### src/rtl/div_seq_32.sv
// Sequential signed divider, non-restoring radix-2, one quotient bit per clock.
// Quotient drives LO, remainder drives HI; start/done handshake with busy stall.
module div_seq_32 #(
  parameter int WIDTH = 32
) (
  input  logic             clock,
  input  logic             clear,
  input  logic             start,
  input  logic [WIDTH-1:0] dividend,
  input  logic [WIDTH-1:0] divisor,
  output logic             busy,
  output logic             done,
  output logic             div_zero,
  output logic [WIDTH-1:0] lo,
  output logic [WIDTH-1:0] hi
);

  localparam int CW = $clog2(WIDTH) + 1;

  typedef enum logic [1:0] {
    IDLE,
    ITER,
    FIX,
    DONE
  } state_t;

  state_t           state_q, state_d;
  logic [WIDTH:0]   rem_q, rem_d;
  logic [WIDTH-1:0] q_q, q_d;
  logic [WIDTH-1:0] dvs_q, dvs_d;
  logic [WIDTH-1:0] a_q, a_d;
  logic [CW-1:0]    cnt_q, cnt_d;
  logic             sa_q, sa_d;
  logic             sb_q, sb_d;
  logic             dz_q, dz_d;
  logic [WIDTH-1:0] lo_q, lo_d;
  logic [WIDTH-1:0] hi_q, hi_d;
  logic             dzo_q, dzo_d;

  logic [WIDTH:0]   shifted;
  logic [WIDTH:0]   dext;
  logic [WIDTH:0]   rem_step;
  logic [WIDTH-1:0] rem_fix;

  always_comb begin
    state_d  = state_q;
    rem_d    = rem_q;
    q_d      = q_q;
    dvs_d    = dvs_q;
    a_d      = a_q;
    cnt_d    = cnt_q;
    sa_d     = sa_q;
    sb_d     = sb_q;
    dz_d     = dz_q;
    lo_d     = lo_q;
    hi_d     = hi_q;
    dzo_d    = dzo_q;
    shifted  = {rem_q[WIDTH-1:0], q_q[WIDTH-1]};
    dext     = {1'b0, dvs_q};
    rem_step = rem_q[WIDTH] ? shifted + dext : shifted - dext;
    // Low bits suffice: the corrected remainder is in [0, |divisor|)
    rem_fix  = rem_q[WIDTH-1:0] + (rem_q[WIDTH] ? dvs_q : '0);

    unique case (state_q)
      IDLE: begin
        if (start) begin
          q_d     = dividend[WIDTH-1] ? -dividend : dividend;
          dvs_d   = divisor[WIDTH-1] ? -divisor : divisor;
          a_d     = dividend;
          sa_d    = dividend[WIDTH-1];
          sb_d    = divisor[WIDTH-1];
          dz_d    = (divisor == '0);
          rem_d   = '0;
          cnt_d   = '0;
          state_d = ITER;
        end
      end
      ITER: begin
        rem_d = rem_step;
        q_d   = {q_q[WIDTH-2:0], ~rem_step[WIDTH]};
        cnt_d = cnt_q + 1'b1;
        if (cnt_q == CW'(WIDTH - 1)) begin
          state_d = FIX;
        end
      end
      FIX: begin
        if (dz_q) begin
          lo_d = '1;
          hi_d = a_q;
        end else begin
          lo_d = (sa_q ^ sb_q) ? -q_q : q_q;
          hi_d = sa_q ? -rem_fix : rem_fix;
        end
        dzo_d   = dz_q;
        state_d = DONE;
      end
      DONE: begin
        state_d = IDLE;
      end
      default: begin
        state_d = IDLE;
      end
    endcase
  end

  always_ff @(posedge clock or negedge clear) begin
    if (!clear) begin
      state_q <= IDLE;
      rem_q   <= '0;
      q_q     <= '0;
      dvs_q   <= '0;
      a_q     <= '0;
      cnt_q   <= '0;
      sa_q    <= 1'b0;
      sb_q    <= 1'b0;
      dz_q    <= 1'b0;
      lo_q    <= '0;
      hi_q    <= '0;
      dzo_q   <= 1'b0;
    end else begin
      state_q <= state_d;
      rem_q   <= rem_d;
      q_q     <= q_d;
      dvs_q   <= dvs_d;
      a_q     <= a_d;
      cnt_q   <= cnt_d;
      sa_q    <= sa_d;
      sb_q    <= sb_d;
      dz_q    <= dz_d;
      lo_q    <= lo_d;
      hi_q    <= hi_d;
      dzo_q   <= dzo_d;
    end
  end

  assign busy     = (state_q != IDLE);
  assign done     = (state_q == DONE);
  assign div_zero = dzo_q;
  assign lo       = lo_q;
  assign hi       = hi_q;

endmodule

### config.mk
export PLATFORM = sky130hd
export DESIGN_NAME = div_seq_32
export DESIGN_NICKNAME = d
export VERILOG_FILES = /design/src/rtl/div_seq_32.sv
export SDC_FILE = /design/constraint.sdc
export NUM_CORES = 1
export LEC_CHECK = 0
export CAP_MARGIN = 15
export CORE_ASPECT_RATIO = 1.75
export CORE_UTILIZATION = 59
export DETAILED_ROUTE_END_ITERATION = 8
export GPL_ROUTABILITY_DRIVEN = 0
export PLACE_DENSITY = 0.78
export SKIP_CTS_REPAIR_TIMING = 1
export SLEW_MARGIN = 20
export SYNTH_ARGS = -nofsm -noshare
export SYNTH_HDL_FRONTEND = slang
export SYNTH_SLANG_ARGS = --single-unit
### constraint.sdc
create_clock -name clock -period 5.5 [get_ports clock]
set_input_delay 1.1 -clock clock [delete_from_list [all_inputs] [get_ports clock]]
set_output_delay 1.1 -clock clock [all_outputs]
set_load 0.1 [all_outputs]
==> flow_metrics.tcl <==
set metrics [dict create \
    synth_area_per_cell_um2 8.520 \
    num_rows 77 \
    synth_seq_cells 204 \
    synth_cell_type_count 91 \
    syn_area_um2 15060 \
    yosysWarnings 0 \
    synth_flop_cell "dfrtp_1" \
    hold_path_class "reg2reg" \
    min_period_over_period_pct 93.45 \
    grt_start_max_net_pins 106 \
    cts_buffers 21 \
    rsz0062_at_grt "no" \
    syn_inst 1767 \
    dp_hpwl_mm 27.46 \
    drc_errors 0 \
    grt_pass1_vias 12420 \
    layout_commonest_cell "dfrtp_1" \
    async_flop_share_pct 100.0 \
    clock_skew_ns 0.02891 \
    synth_area_leader_cell "dfrtp_1" \
    grt_pass1_wl_mm 59.42 \
    floorplan.initialDensity_pct 59.87 \
    fillers 2080 \
    synth.area.top_cells "dfrtp_1 (34%), xor2_1 (6.8%), ha_1 (6.1%), o21ai_0 (5.6%), a21oi_1 (5.2%)" \
    hold_viol_final 0 \
    cts_tree "done" \
    viasPerCell 5.924 \
    fin_area_um2 17150 \
    ys_seq_area_share_pct 33.91 \
    antenna_found_initial 0 \
    cap_violations 0 \
    endpoint_kind "register" \
    fmax_mhz 194.6 \
    cts_root_buf "clkbuf_16" \
    dr.pass1.iters 6 \
    layout_setup_ws_ns 0.3605 \
    pre_cts_ws_ns 0.4261 \
    synth_fp_nets 1909 \
    multi_input_area_um2 9348 \
    critical_path_arrival_ns 5.56 \
    most-common-layout-cells "dfrtp_1 (204), nand2_1 (192), o21ai_0 (168)" \
    synth_top_area_share_pct 33.91 \
    drive_above_1_share_pct 7.927 \
    die_area_um2 26190 \
    grt.overflow.total 0 \
    clockBufferDepth 3 \
    layout_min_cycle_time_ns 5.140 \
    worstPathRequired_ns 5.92 \
    finalMaxSlewViolations 0 \
    fin_setup_tns_ns 0 \
    core_um2 25150 \
    antenna_left 0 \
    ctsHtreeMaxLevel 1 \
    dieWidth_um 122.8 \
    final-setup-viol-count 0 \
    cts_num_sinks 204 \
    drt_iter0_markers 544 \
    num_antenna_cells 0 \
    maxSlewHeadroom_pct 26.84 \
    synth-edff-count 0 \
    worstPathMaxFanout 8 \
    area_growth_pct 13.94 \
    ff_latch_area_um2 5105 \
    final_nets 1996 \
    postPlaceCellArea_um2 16520 \
    vias 12930 \
    fin_util_pct 68.22 \
    clock_latency_ns 0.53 \
    numPortBuffers 133 \
    wl_per_cell_um 16.50 \
    crit_type "reg2reg" \
    path_clk_slew_ns 0.06 \
    ios 134 \
    tightest_slew_ns 1.084 \
    track_usage_pct 28.35 \
    crit_path_start_kind "register" \
    wl_mm 36.02 \
    fp.dieH_um 213.3 \
    status "completed" \
]
-- layout make-up --
cell class | instances | share of cell area [%]
clock inverter | 6 | 0.2115
inverter | 54 | 1.182
multi-input combinational | 1424 | 54.49
clock buffer | 30 | 3.494
timing repair buffer | 149 | 8.556
tap | 316 | 2.305
sequential | 204 | 29.76
-- metal layers --
metal | global-route usage (%) | share of wire (%) | vias to the layer above
li1 | - | - | 6465
met4 | 13.04 | 4.5 | 0
met5 | 0 | 0 | -
met2 | 54.46 | 54 | 318
met1 | 30.87 | 38 | 6053
met3 | 2.030 | 3.7 | 97
-- stage by stage --
stage,instances,hold slack (ns)
4_1_cts,2183,0.4936
3_5_place_dp,2147,0.4801
3_3_place_gp,2147,0.4619
2_1_floorplan,1767,0.4496
5_1_grt,2183,0.5269
6_report,2183,0.4914
-- flip-flops by register name (all words and copies together), names as in the netlist --
name,flops
q_q,32
lo,32
cnt_q,6
hi,32
dvs_q,32
state_q,2
dz_q,1
div_zero,1
a_q,32
sb_q,1
rem_q,33
-- worst max-delay path, stage by stage (launching register included) --
cell	delay, ns
dfrtp_1	0.44
or4_1	0.58
nor4_1	0.36
and3_1	0.31
and2_1	0.19
a21oi_1	0.09
xor2_1	0.15
ha_1	0.36
a21o_1	0.20
a21o_1	0.18
a21o_1	0.20
a21o_1	0.17
a221o_1	0.36
o311ai_0	0.46
a21oi_1	0.24
a21o_1	0.23
a211o_1	0.29
a32o_1	0.24
-- Yosys cell counts, types with 15 or more instances --
cell and number:
nor2_1 151, xor2_1 117, nor2b_1 15, dfrtp_1 204, nand3_1 30, nand2b_1 17, inv_1 53, clkbuf_1 65
o21ai_0 168, a31oi_1 17, nand2_1 193, xnor2_1 77, nor3_1 31, or3_1 15, a21o_1 34, a21oi_1 156
o21ai_1 15, ha_1 73, and2_1 29, o31ai_1 26, mux2_2 52
-- final timing paths --
path / start / endpoint / slack (ns) / depth (start not counted)
setup / recovery: dvs_q[4]$_DFFE_PN0P_ / rem_q[30]$_DFFE_PN0P_ / 0.36 / 17
hold / removal: dvs_q[10]$_DFFE_PN0P_ / dvs_q[10]$_DFFE_PN0P_ / 0.49 / 2
setup reg to reg: dvs_q[4]$_DFFE_PN0P_ / rem_q[30]$_DFFE_PN0P_ / 0.36 / 17
hold reg to reg: dvs_q[10]$_DFFE_PN0P_ / dvs_q[10]$_DFFE_PN0P_ / 0.49 / 2
max in group asynchronous: clear / hi[5]$_DFFE_PN0P_ / 3.80 / 2
min in group asynchronous: clear / lo[26]$_DFFE_PN0P_ / 0.64 / 1
-- cells by family (layout without fill, tap and decap cells) --
kind of cell               Yosys count  after routing  synth area share [%]
muxes                               64             64                 4.729
buffers and inverters              139            239                 4.180
adders and majority gates           75             75                 6.333
DFF                                204            204                 33.91
xor gates and xnor gates           194            194                 11.29
AOI/OAI and AO/OA                  520            520                 21.14
and+or+nand+nor                    571            571                 18.42
Power is left out: the tool's default activity adds up to more than one toggle a clock period on the data nets, which glitch-free logic cannot reach.
